File: config.mk
export PLATFORM = sky130hd
export DESIGN_NAME = player_ctrl_flat
export DESIGN_NICKNAME = d
export VERILOG_FILES = /design/src/rtl/player_ctrl_if.sv /design/src/rtl/player_ctrl.sv /design/src/flat_wrapper.sv
export SDC_FILE = /design/constraint.sdc
export NUM_CORES = 1
export LEC_CHECK = 0
export BUFFER_PORTS_ARGS = -buffer_cell sky130_fd_sc_hd__buf_2
export CAP_MARGIN = 20
export CELL_PAD_IN_SITES_DETAIL_PLACEMENT = 0
export CELL_PAD_IN_SITES_GLOBAL_PLACEMENT = 1
export CORE_MARGIN = 2
export CORE_UTILIZATION = 49
export CTS_BUF_LIST = sky130_fd_sc_hd__clkbuf_8
export CTS_CLUSTER_DIAMETER = 100
export CTS_CLUSTER_SIZE = 20
export DETAILED_ROUTE_END_ITERATION = 8
export GPL_TIMING_DRIVEN = 0
export HOLD_SLACK_MARGIN = 0.02
export PLACE_DENSITY_LB_ADDON = 0.08
export RECOVER_POWER = 100
export SYNTH_ARGS = -nofsm -noshare
export SYNTH_HDL_FRONTEND = slang
export SYNTH_SLANG_ARGS = --single-unit
File: constraint.sdc
create_clock -name clk_ppl -period 7.9 [get_ports clk_ppl]
set_clock_uncertainty 0.05 [all_clocks]
set_input_delay 0.395 -clock clk_ppl [delete_from_list [all_inputs] [get_ports clk_ppl]]
set_output_delay 0.395 -clock clk_ppl [all_outputs]
set_load 0.005 [all_outputs]
File: src/rtl/player_ctrl_if.sv
// player_ctrl_if: frame strobe, held buttons and committed camera outputs of player_ctrl
//   vs        frame strobe from ppl, rising edge = frame boundary
//   btn       held buttons [0]fwd [1]back [2]left [3]right [4]up [5]down [6]yaw_l [7]yaw_r [8]pitch_up [9]pitch_dn
//   p_pos_*   unsigned Q10.8 positions (y is vertical)
//   p_angle_x signed pitch in degrees, p_angle_y signed yaw in degrees
//   update    one-cycle pulse when new outputs first appear
interface player_ctrl_if;
  logic vs;
  logic [9:0] btn;
  logic [17:0] p_pos_x, p_pos_y, p_pos_z;
  logic [19:0] p_angle_x, p_angle_y;
  logic update;
  modport master(output vs, btn, input p_pos_x, p_pos_y, p_pos_z, p_angle_x, p_angle_y, update);
  modport slave(input vs, btn, output p_pos_x, p_pos_y, p_pos_z, p_angle_x, p_angle_y, update);
endinterface

File: src/rtl/player_ctrl.sv
// player_ctrl: per-frame camera integrator; on each vs rise it applies held buttons to position/pitch/yaw and commits atomically
//   clk_ppl  ppl clock
//   rst      asynchronous active-high reset
//   bus      player_ctrl_if slave: vs, btn in; p_pos_x/y/z, p_angle_x/y, update out
module player_ctrl #(
  parameter int INIT_X       = 170,
  parameter int INIT_Y       = 170,
  parameter int INIT_Z       = 280,
  parameter int INIT_PITCH   = 30,
  parameter int INIT_YAW_IDX = 4,
  parameter int MOVE_STEP    = 64,
  parameter int PITCH_STEP   = 2,
  parameter int PITCH_MAX    = 89,
  parameter int POS_MIN      = 1,
  parameter int POS_MAX      = 1022
) (
  input logic clk_ppl,
  input logic rst,
  player_ctrl_if.slave bus
);
  typedef enum logic [2:0] {IDLE, SAMPLE, ANGLE, TRIG, MOVE, CLAMP, COMMIT} state_t;
  localparam logic signed [19:0] LO    = 20'(POS_MIN * 256);
  localparam logic signed [19:0] HI    = 20'(POS_MAX * 256);
  localparam logic signed [19:0] STEP  = 20'(MOVE_STEP);
  localparam logic signed [19:0] PSTEP = 20'(PITCH_STEP);
  localparam logic signed [19:0] PMAX  = 20'(PITCH_MAX);
  localparam logic signed [19:0] Z     = 20'sd0;
  state_t r_state;
  logic r_vs_d, r_update;
  logic [9:0] r_btn, w_btn;
  logic [4:0] r_idx, r_idx_n, w_idx, w_j;
  logic [1:0] w_q;
  logic [2:0] w_r;
  logic signed [9:0] r_sin, r_cos, w_a, w_b, w_sin, w_cos;
  logic signed [19:0] r_pitch, r_pitch_n, w_pitch, r_cx, r_cy, r_cz;
  logic signed [19:0] w_ts, w_tc, w_dx, w_dy, w_dz;
  logic [17:0] r_pos_x, r_pos_y, r_pos_z;
  logic w_edge;
  function automatic logic signed [9:0] tq(input logic [2:0] k);
    return k == 3'd0 ? 10'sd0 : k == 3'd1 ? 10'sd66 : k == 3'd2 ? 10'sd128 : k == 3'd3 ? 10'sd181 :
           k == 3'd4 ? 10'sd222 : k == 3'd5 ? 10'sd247 : 10'sd256;
  endfunction
  function automatic logic [17:0] clamp(input logic signed [19:0] v);
    return v < LO ? LO[17:0] : v > HI ? HI[17:0] : v[17:0];
  endfunction
  always_comb begin
    w_edge  = bus.vs & ~r_vs_d;
    // each button of an opposing pair is masked by its partner
    w_btn   = bus.btn & ~{bus.btn[8], bus.btn[9], bus.btn[6], bus.btn[7], bus.btn[4],
                          bus.btn[5], bus.btn[2], bus.btn[3], bus.btn[0], bus.btn[1]};
    w_idx   = r_btn[6] ? (r_idx == 5'd0 ? 5'd23 : r_idx - 5'd1) :
              r_btn[7] ? (r_idx == 5'd23 ? 5'd0 : r_idx + 5'd1) : r_idx;
    w_pitch = r_btn[8] ? (r_pitch + PSTEP > PMAX ? PMAX : r_pitch + PSTEP) :
              r_btn[9] ? (r_pitch - PSTEP < -PMAX ? -PMAX : r_pitch - PSTEP) : r_pitch;
    // yaw = idx*15-180 is the same angle as (idx+12 mod 24)*15 measured from 0
    w_j     = r_idx_n >= 5'd12 ? r_idx_n - 5'd12 : r_idx_n + 5'd12;
    w_q     = w_j >= 5'd18 ? 2'd3 : w_j >= 5'd12 ? 2'd2 : w_j >= 5'd6 ? 2'd1 : 2'd0;
    w_r     = 3'(w_j - 5'(w_q) * 5'd6);
    w_a     = tq(w_r);
    w_b     = tq(3'd6 - w_r);
    w_sin   = w_q[1] ? -(w_q[0] ? w_b : w_a) : (w_q[0] ? w_b : w_a);
    w_cos   = (w_q == 2'd1 || w_q == 2'd2) ? -(w_q[0] ? w_a : w_b) : (w_q[0] ? w_a : w_b);
    w_ts    = ($signed({{10{r_sin[9]}}, r_sin}) * STEP) >>> 8;
    w_tc    = ($signed({{10{r_cos[9]}}, r_cos}) * STEP) >>> 8;
    w_dx    = (r_btn[0] ? w_tc : Z) - (r_btn[1] ? w_tc : Z) - (r_btn[3] ? w_ts : Z) + (r_btn[2] ? w_ts : Z);
    w_dz    = (r_btn[0] ? w_ts : Z) - (r_btn[1] ? w_ts : Z) + (r_btn[3] ? w_tc : Z) - (r_btn[2] ? w_tc : Z);
    w_dy    = r_btn[4] ? STEP : r_btn[5] ? -STEP : Z;
  end
  always_ff @(posedge clk_ppl or posedge rst) begin
    if (rst) begin
      r_state   <= IDLE;
      r_vs_d    <= 1'b0;
      r_update  <= 1'b0;
      r_btn     <= '0;
      r_idx     <= 5'(INIT_YAW_IDX);
      r_idx_n   <= 5'(INIT_YAW_IDX);
      r_pitch   <= 20'(INIT_PITCH);
      r_pitch_n <= 20'(INIT_PITCH);
      r_sin     <= '0;
      r_cos     <= '0;
      r_cx      <= '0;
      r_cy      <= '0;
      r_cz      <= '0;
      r_pos_x   <= 18'(INIT_X * 256);
      r_pos_y   <= 18'(INIT_Y * 256);
      r_pos_z   <= 18'(INIT_Z * 256);
    end else begin
      r_vs_d   <= bus.vs;
      r_update <= 1'b0;
      case (r_state)
        IDLE:   r_state <= w_edge ? SAMPLE : IDLE;
        SAMPLE: begin
          r_btn   <= w_btn;
          r_state <= ANGLE;
        end
        ANGLE:  begin
          r_idx_n   <= w_idx;
          r_pitch_n <= w_pitch;
          r_state   <= TRIG;
        end
        TRIG:   begin
          r_sin   <= w_sin;
          r_cos   <= w_cos;
          r_state <= MOVE;
        end
        MOVE:   begin
          r_cx    <= $signed({2'b0, r_pos_x}) + w_dx;
          r_cy    <= $signed({2'b0, r_pos_y}) + w_dy;
          r_cz    <= $signed({2'b0, r_pos_z}) + w_dz;
          r_state <= CLAMP;
        end
        // registers written here are visible throughout the COMMIT cycle
        CLAMP:  begin
          r_pos_x  <= clamp(r_cx);
          r_pos_y  <= clamp(r_cy);
          r_pos_z  <= clamp(r_cz);
          r_pitch  <= r_pitch_n;
          r_idx    <= r_idx_n;
          r_update <= 1'b1;
          r_state  <= COMMIT;
        end
        default: r_state <= IDLE;
      endcase
    end
  end
  assign bus.p_pos_x   = r_pos_x;
  assign bus.p_pos_y   = r_pos_y;
  assign bus.p_pos_z   = r_pos_z;
  assign bus.p_angle_x = r_pitch;
  assign bus.p_angle_y = $signed({15'd0, r_idx}) * 20'sd15 - 20'sd180;
  assign bus.update    = r_update;
endmodule

File: src/flat_wrapper.sv
// flat-port wrapper written by rule: the top's interface ports become plain ports
module player_ctrl_flat 
#(
  parameter int INIT_X       = 170,
  parameter int INIT_Y       = 170,
  parameter int INIT_Z       = 280,
  parameter int INIT_PITCH   = 30,
  parameter int INIT_YAW_IDX = 4,
  parameter int MOVE_STEP    = 64,
  parameter int PITCH_STEP   = 2,
  parameter int PITCH_MAX    = 89,
  parameter int POS_MIN      = 1,
  parameter int POS_MAX      = 1022
)
  (clk_ppl, rst, bus_vs, bus_btn, bus_p_pos_x, bus_p_pos_y, bus_p_pos_z, bus_p_angle_x, bus_p_angle_y, bus_update);
  player_ctrl_if bus_i ();
  input logic clk_ppl;
  input logic rst;
  input wire logic [$bits(bus_i.vs)-1:0] bus_vs;
  input wire logic [$bits(bus_i.btn)-1:0] bus_btn;
  output wire logic [$bits(bus_i.p_pos_x)-1:0] bus_p_pos_x;
  output wire logic [$bits(bus_i.p_pos_y)-1:0] bus_p_pos_y;
  output wire logic [$bits(bus_i.p_pos_z)-1:0] bus_p_pos_z;
  output wire logic [$bits(bus_i.p_angle_x)-1:0] bus_p_angle_x;
  output wire logic [$bits(bus_i.p_angle_y)-1:0] bus_p_angle_y;
  output wire logic [$bits(bus_i.update)-1:0] bus_update;
  assign bus_i.vs = bus_vs;
  assign bus_i.btn = bus_btn;
  assign bus_p_pos_x = bus_i.p_pos_x;
  assign bus_p_pos_y = bus_i.p_pos_y;
  assign bus_p_pos_z = bus_i.p_pos_z;
  assign bus_p_angle_x = bus_i.p_angle_x;
  assign bus_p_angle_y = bus_i.p_angle_y;
  assign bus_update = bus_i.update;
  player_ctrl #(.INIT_X(INIT_X), .INIT_Y(INIT_Y), .INIT_Z(INIT_Z), .INIT_PITCH(INIT_PITCH), .INIT_YAW_IDX(INIT_YAW_IDX), .MOVE_STEP(MOVE_STEP), .PITCH_STEP(PITCH_STEP), .PITCH_MAX(PITCH_MAX), .POS_MIN(POS_MIN), .POS_MAX(POS_MAX)) u_core (.clk_ppl(clk_ppl), .rst(rst), .bus(bus_i));
endmodule
; ---- Word-level counts from Yosys, hierarchy flattened
; Cells that the tools add are included.
[classes]
mux = 47
n_reduce_logical = 5
multipliers = 2
n_lt_le_gt_ge = 12
eq_ne = 18
n_bitwise = 4
n_addsub = 20
[op_table]
columns = cell, count
row1 = 20-bit 2-to-1 mux, 14
row2 = 10-bit 2-to-1 mux, 14
row3 = 18-bit 2-to-1 mux, 6
row4 = 20-bit subtractor, 4
row5 = 19-bit by 20-bit adder with 20-bit output, 3
row6 = 20-bit by 19-bit greater-than comparator with 1-bit output (second input constant), 3
row7 = 20-bit by 10-bit < comparator with 1-bit output (second input constant), 3
row8 = 20-bit adder, 2
row9 = 5-bit 2-to-1 mux, 5
row10 = 20-bit by 3-bit adder with 20-bit output (second input constant), 1
row11 = 20-bit by 8-bit greater-than comparator with 1-bit output (second input constant), 1
row12 = 20-bit by 8-bit < comparator with 1-bit output (second input constant), 1
row13 = 10-bit negation, 2
row14 = 20-bit by 3-bit subtractor with 20-bit output (second input constant), 1
row15 = 20-bit by 9-bit subtractor with 20-bit output (second input constant), 1
row16 = 3-bit by 2-bit equality test with 1-bit output (second input constant), 6
row17 = 3-bit equality test (second input constant), 6
row18 = 9-bit 2-to-1 mux, 2
row19 = 3-bit case mux with 6 select lines, 1
row20 = 10-bit AND, 1
row21 = 5-bit by 4-bit greater-or-equal comparator with 1-bit output (second input constant), 2
row22 = 10-bit NOT, 1
row23 = 3-bit by 1-bit equality test with 1-bit output (second input constant), 3
row24 = 3-bit zero test, 3
row25 = 19 further kinds, 22
[word_totals]
regBits = 199
in_bits = 13
word_cells = 124
output_inout_bits = 95

; ---- Logic depth before layout (Yosys ltp)
[depth]
ltp_word = 19
depth_mapped = 21
mapped_depth_nobuf = 18

; ---- Least setup slack after synthesis
; No wires, ideal clock.
[synth_timing]
kind = reg2reg
start = register u_core.r_btn[1]
end = register u_core.r_cx[19]
required_time_ns = 7.762
path_stages_with_launch = 15
slack_ns = 2.805
synth_period_minus_slack_ns = 5.095
path_buffers = 2
setup_ns = 0.088
arrival_ns = 4.957
cell_sequence = dfrtp_1 > clkbuf_1 > clkbuf_1 > nand2_1 > fa_1 > fa_1 > fa_1 > ha_1 > or2_2 > a21oi_1 > a21oi_1 > a41o_1 > a41o_1 > a2111o_1 > a41oi_1
[synth_via]
elab_chain_cells = 5
[synth_lines]
columns = item, line_no
row1 = "start, declared", player_ctrl.sv:30  ; logic [9:0] r_btn, w_btn;
row2 = "start signal, assigned", player_ctrl.sv:93  ; r_btn <= w_btn;
row3 = 20-bit 2-to-1 mux, player_ctrl.sv:65  ; w_dx = (r_btn[0] ? w_tc : Z) - (r_btn[1] ? w_tc : Z) - (r_btn[3] ? w_ts : Z) + (r_btn[2] ? w_ts : Z);
row4 = 20-bit subtractor (2 in a row), player_ctrl.sv:65
row5 = 20-bit adder, player_ctrl.sv:65
row6 = 19-bit by 20-bit adder with 20-bit output, player_ctrl.sv:107  ; r_cx <= $signed({2'b0, r_pos_x}) + w_dx;
row7 = "end signal, assigned", player_ctrl.sv:107
row8 = "end, declared", player_ctrl.sv:35  ; logic signed [19:0] r_pitch, r_pitch_n, w_pitch, r_cx, r_cy, r_cz;
; No other way between the ends.
; A chain may end at the register's enable or synchronous reset.

; ---- Final worst setup path
[layout_timing]
start = register u_core.r_idx_n[2]
end = register u_core.r_cos[2]
[layout_via]
elab_chain_cells = 19
elab_cells_between_ends = 43
classes_between = 5 x add/sub / 1 x mul / 4 x order compare / 12 x eq/ne / 18 x mux / 3 x reduce/logical
[layout_lines]
columns = item, line_no
row1 = "start, declared", player_ctrl.sv:31  ; logic [4:0] r_idx, r_idx_n, w_idx, w_j;
row2 = "start signal, assigned", player_ctrl.sv:76  ; r_idx_n <= 5'(INIT_YAW_IDX);
row3 = "start signal, assigned", player_ctrl.sv:97  ; r_idx_n <= w_idx;
row4 = "5-bit by 4-bit adder with 5-bit output, or another cell as far along", player_ctrl.sv:56  ; w_j = r_idx_n >= 5'd12 ? r_idx_n - 5'd12 : r_idx_n + 5'd12;
row5 = 5-bit 2-to-1 mux (*), player_ctrl.sv:56
row6 = 5-bit by 3-bit greater-or-equal comparator with 1-bit output, player_ctrl.sv:57  ; w_q = w_j >= 5'd18 ? 2'd3 : w_j >= 5'd12 ? 2'd2 : w_j >= 5'd6 ? 2'd1 : 2'd0;
row7 = 1-bit 2-to-1 mux, player_ctrl.sv:57
row8 = 2-bit 2-to-1 mux (2 in a row), player_ctrl.sv:57
row9 = 2-bit by 1-bit multiplier with 2-bit output, player_ctrl.sv:58  ; w_r = 3'(w_j - 5'(w_q) * 5'd6);
row10 = 3-bit subtractor, player_ctrl.sv:58
row11 = 3-bit subtractor, player_ctrl.sv:60  ; w_b = tq(3'd6 - w_r);
row12 = 3-bit equality test, player_ctrl.sv:41  ; k == 3'd4 ? 10'sd222 : k == 3'd5 ? 10'sd247 : 10'sd256;
row13 = 9-bit 2-to-1 mux, player_ctrl.sv:41
row14 = 10-bit 2-to-1 mux, player_ctrl.sv:41
row15 = 10-bit 2-to-1 mux (4 in a row), player_ctrl.sv:40  ; return k == 3'd0 ? 10'sd0 : k == 3'd1 ? 10'sd66 : k == 3'd2 ? 10'sd128 : k == 3'd3 ? 10'sd181 :
row16 = 10-bit 2-to-1 mux, player_ctrl.sv:62  ; w_cos = (w_q == 2'd1 || w_q == 2'd2) ? -(w_q[0] ? w_a : w_b) : (w_q[0] ? w_a : w_b);
row17 = 10-bit negation, player_ctrl.sv:62
row18 = 10-bit 2-to-1 mux (*), player_ctrl.sv:62
row19 = "end signal, assigned", player_ctrl.sv:103  ; r_cos <= w_cos;
row20 = "end, declared", player_ctrl.sv:34  ; logic signed [9:0] r_sin, r_cos, w_a, w_b, w_sin, w_cos;
; Every way passes the cells marked *; elsewhere a longest branch is shown, timed or not.

==> flow_summary.ini <==
[routing]
drt-vias-per-instance = 5.83
routed_wl_mm = 41.7
first_pass_iters = 5
vias = 12734
drc = 0
wl_per_cell_um = 19.1
ant_nets = 0
drtIter0Drc = 900

[floorplanning]
die-area_mm2 = 0.0313
die_h_um = 177
die_w_um = 177
rows = 63
num_io_pins = 108
core-area_mm2 = 0.0296
start_util_pct = 49.6

[critical_path]
cp.arrival_ps = 6840
timing.rr.end = u_core.r_cos[2]
cp_slowest_cell = dfstp_1
reg2regPathDepth = 20
critPathLaunchType = flip-flop
max_stage_delay_ps = 650
end_kind = flip-flop
crit_required_ps = 8230
critical_path_class = reg2reg
crit_buf_inv = 9
crit_fanout = 10
cp_common_cell = clkbuf_1
r2r_start = u_core.r_idx_n[2]
path_cells = clkbuf_1 > inv_1 > ha_1 > inv_1 > a21oi_1 > nor3_1 > inv_1 > clkbuf_1 > ha_1 > clkbuf_1 > clkbuf_1 > nor2_1 > ha_1 > clkbuf_1 > inv_1 > nor4_1 > a311oi_1 > a211oi_1 > mux2i_1 > o21ai_0
crit_family = buffers and inverters
rrSetupSlack_ps = 1390

[grt]
met1_usage_pct = 41.2
grt_pass1_vias = 12356
grt_overflow_total = 0
antenna_found_initial = 0
busiest_layer = met2
use_met2_pct = 41.6
grt_use_total_pct = 27.5
grt_pass1_wl_mm = 67.2
use_met3_pct = 4.42
grt_max_degree = 113

[cts]
htreeDepth = 4
clockRootBuffer = clkbuf_8
cts_setup_buffers = 0
clock_path_buffers = 2
clkLatencyLatePin_ps = 510
cts_buffers = 17
cts_tree = built
cts.sinks = 195
clk_transition_reported_paths_ps = 110

[logic_synthesis]
yosysUniqueCellTypes = 85
syn-num-nets = 1825
synthesis.area_mm2 = 0.0147
synthFlopType = dfrtp_1
ys_seq_area_share_pct = 33.4
async_reset_ff_share_pct = 100
synth_enable_flop_cells = 0
synthCells = 1649
avgSynthCellArea_um2 = 8.90
synth_warnings = 0
synth_seq_cells = 195

[sta]
relSlewSlack_pct = -240
hold_viol = 0
fmaxAchievable_mhz = 154
rsz0062_at_grt = false
timing.hold.ws_ps = 91.8
drv_slew = 198
fin_crit_sh_pct = 82.4
tightestPinTransition_ps = 5070
finalSetupViolCount = 0
worst_slack_ps = 1390
min_period_ps = 6510

[placement]
place_congestion = 0.867
hpwlAfterDp_mm = 31.2
numPortBuffers = 107
dp_cells = 2148
post-place-ws_ps = 2060

[final_layout]
drive_above_1_share_pct = 7.92
area_growth_syn_to_layout_pct = 9.50
stdcell_count = 2183
insertedDiodeCount = 0
nets = 1956

[outcome]
violations = max-capacitance violations, max-slew violations
status = finished with violations

[worst_hold_path]
worstHoldStart = bus_btn[8]
holdPathEnd = u_core.r_btn[8]
hp-class = in2reg
hold_depth = 3

[run]
cap_violations = 2
==> metal layers <==
layer / share of wire, % / wire [um] / vias to the layer above
met5: 0 / 0 / -
met4: 1.8 / 750 / 0
met3: 5.3 / 2190 / 43
met2: 45 / 18700 / 379
met1: 48 / 20100 / 6280
li1: - / - / 6032
==> state kept, by name (all words and copies together), names as in the netlist, 5 cells and up <==
name                  cells
u_core.bus.p_angle_x     20
u_core.bus.p_pos_x       18
u_core.r_cos              8
u_core.r_sin              8
u_core.r_idx              5
u_core.bus.p_pos_y       18
u_core.r_idx_n            5
u_core.r_cz              20
u_core.r_cy              20
u_core.r_btn             10
u_core.r_cx              20
u_core.bus.p_pos_z       18
u_core.r_pitch_n         20
==> cell families (layout without fill, tap and decap cells) <==
| kind of cell | count (synthesis) | after routing | share of synthesized area (%) |
|---|---|---|---|
| compound gates | 430 | 430 | 19.2 |
| xor+xnor | 77 | 77 | 4.60 |
| fa+ha+maj | 163 | 163 | 18.0 |
| buf+inv | 166 | 310 | 4.55 |
| flops | 195 | 195 | 33.4 |
| mux | 10 | 10 | 0.716 |
| simple gates | 608 | 608 | 19.5 |
==> cell type report <==
cell class                 instances  area (um^2)
buffer                            90          375
sequential                       195         4910
tap                              390          488
fill                            2798        13500
inverter                          76          287
multi-input combinational       1288         9090
clock inverter                    15          170
clock buffer                      17          234
timing repair buffer             112          517
==> per-stage QoR <==
stage | utilization [%] | TNS [ps] | area [um^2]
6_report | 54.3 | 0 | 16100
5_1_grt | 54.3 | 0 | 16100
4_1_cts | 54.7 | 0 | 16200
3_5_place_dp | 53.3 | 0 | 15700
3_3_place_gp | 53.1 | -55270 | 15700
2_1_floorplan | - | 0 | 14700
==> how the worst max path moves through the flow <==
stage,endpoint,slack [ps],cells past startpoint,from
3_5_place_dp,u_core.r_cx[19],2060,14,u_core.r_btn[1]
2_1_floorplan,u_core.bus.p_angle_x[0],2180,1,rst
5_1_grt,u_core.r_cos[2],960,21,u_core.r_idx_n[2]
3_3_place_gp,u_core.r_vs_d,-340,2,rst
6_report,u_core.r_cos[2],1390,20,u_core.r_idx_n[2]
4_1_cts,u_core.r_cx[19],2050,14,u_core.r_btn[1]
==> tightest hold or removal path, stage by stage <==
cell and delay (ps):
buf_2 100, nand2b_1 60, o21ai_0 60
==> layout by cell type (no fill, tap or decap), types with 12 or more instances in the layout <==
cell type,netlist,routed
nand2b_1,24,24
clkbuf_8,0,17
nor2_1,94,94
o21ai_0,143,146
nand2_1,269,269
clkbuf_1,68,113
nor4_1,16,16
a21o_1,20,20
fa_1,80,80
a211oi_1,14,15
xor2_1,36,36
dfstp_1,0,16
nor3_1,49,49
buf_2,7,69
a22o_1,27,27
nand4_1,12,12
nand3_1,40,41
o211ai_1,14,14
o21a_1,13,13
dfrtp_1,174,174
inv_1,74,75
xnor2_1,41,41
o31ai_1,18,18
and2_1,43,42
a21oi_1,72,72
a31oi_1,21,21
ha_1,83,83
==> repair_timing <==
action                                  in CTS  in global routing
hold endpoints to repair                    31                  0
gates resized for setup                      0                  0
endpoints found under the setup margin       0                  0
hold buffers                                 2                  0
==> cell usage after synthesis, drive strengths merged, types with 41 or more instances <==
cell type / n / area share [%]
a21oi: 73 / 2.6
and2: 43 / 1.8
ha: 83 / 7.1
nor3: 51 / 1.8
inv: 74 / 1.9
nor2: 95 / 2.4
clkbuf: 69 / 1.8
nand2: 270 / 6.9
nand3: 41 / 1.4
dfrtp: 174 / 30
o21ai: 149 / 5.1
fa: 80 / 11
xnor2: 41 / 2.4
Power is left out: the tool's default activity adds up to more than one toggle a clock period on the data nets, which glitch-free logic cannot reach.
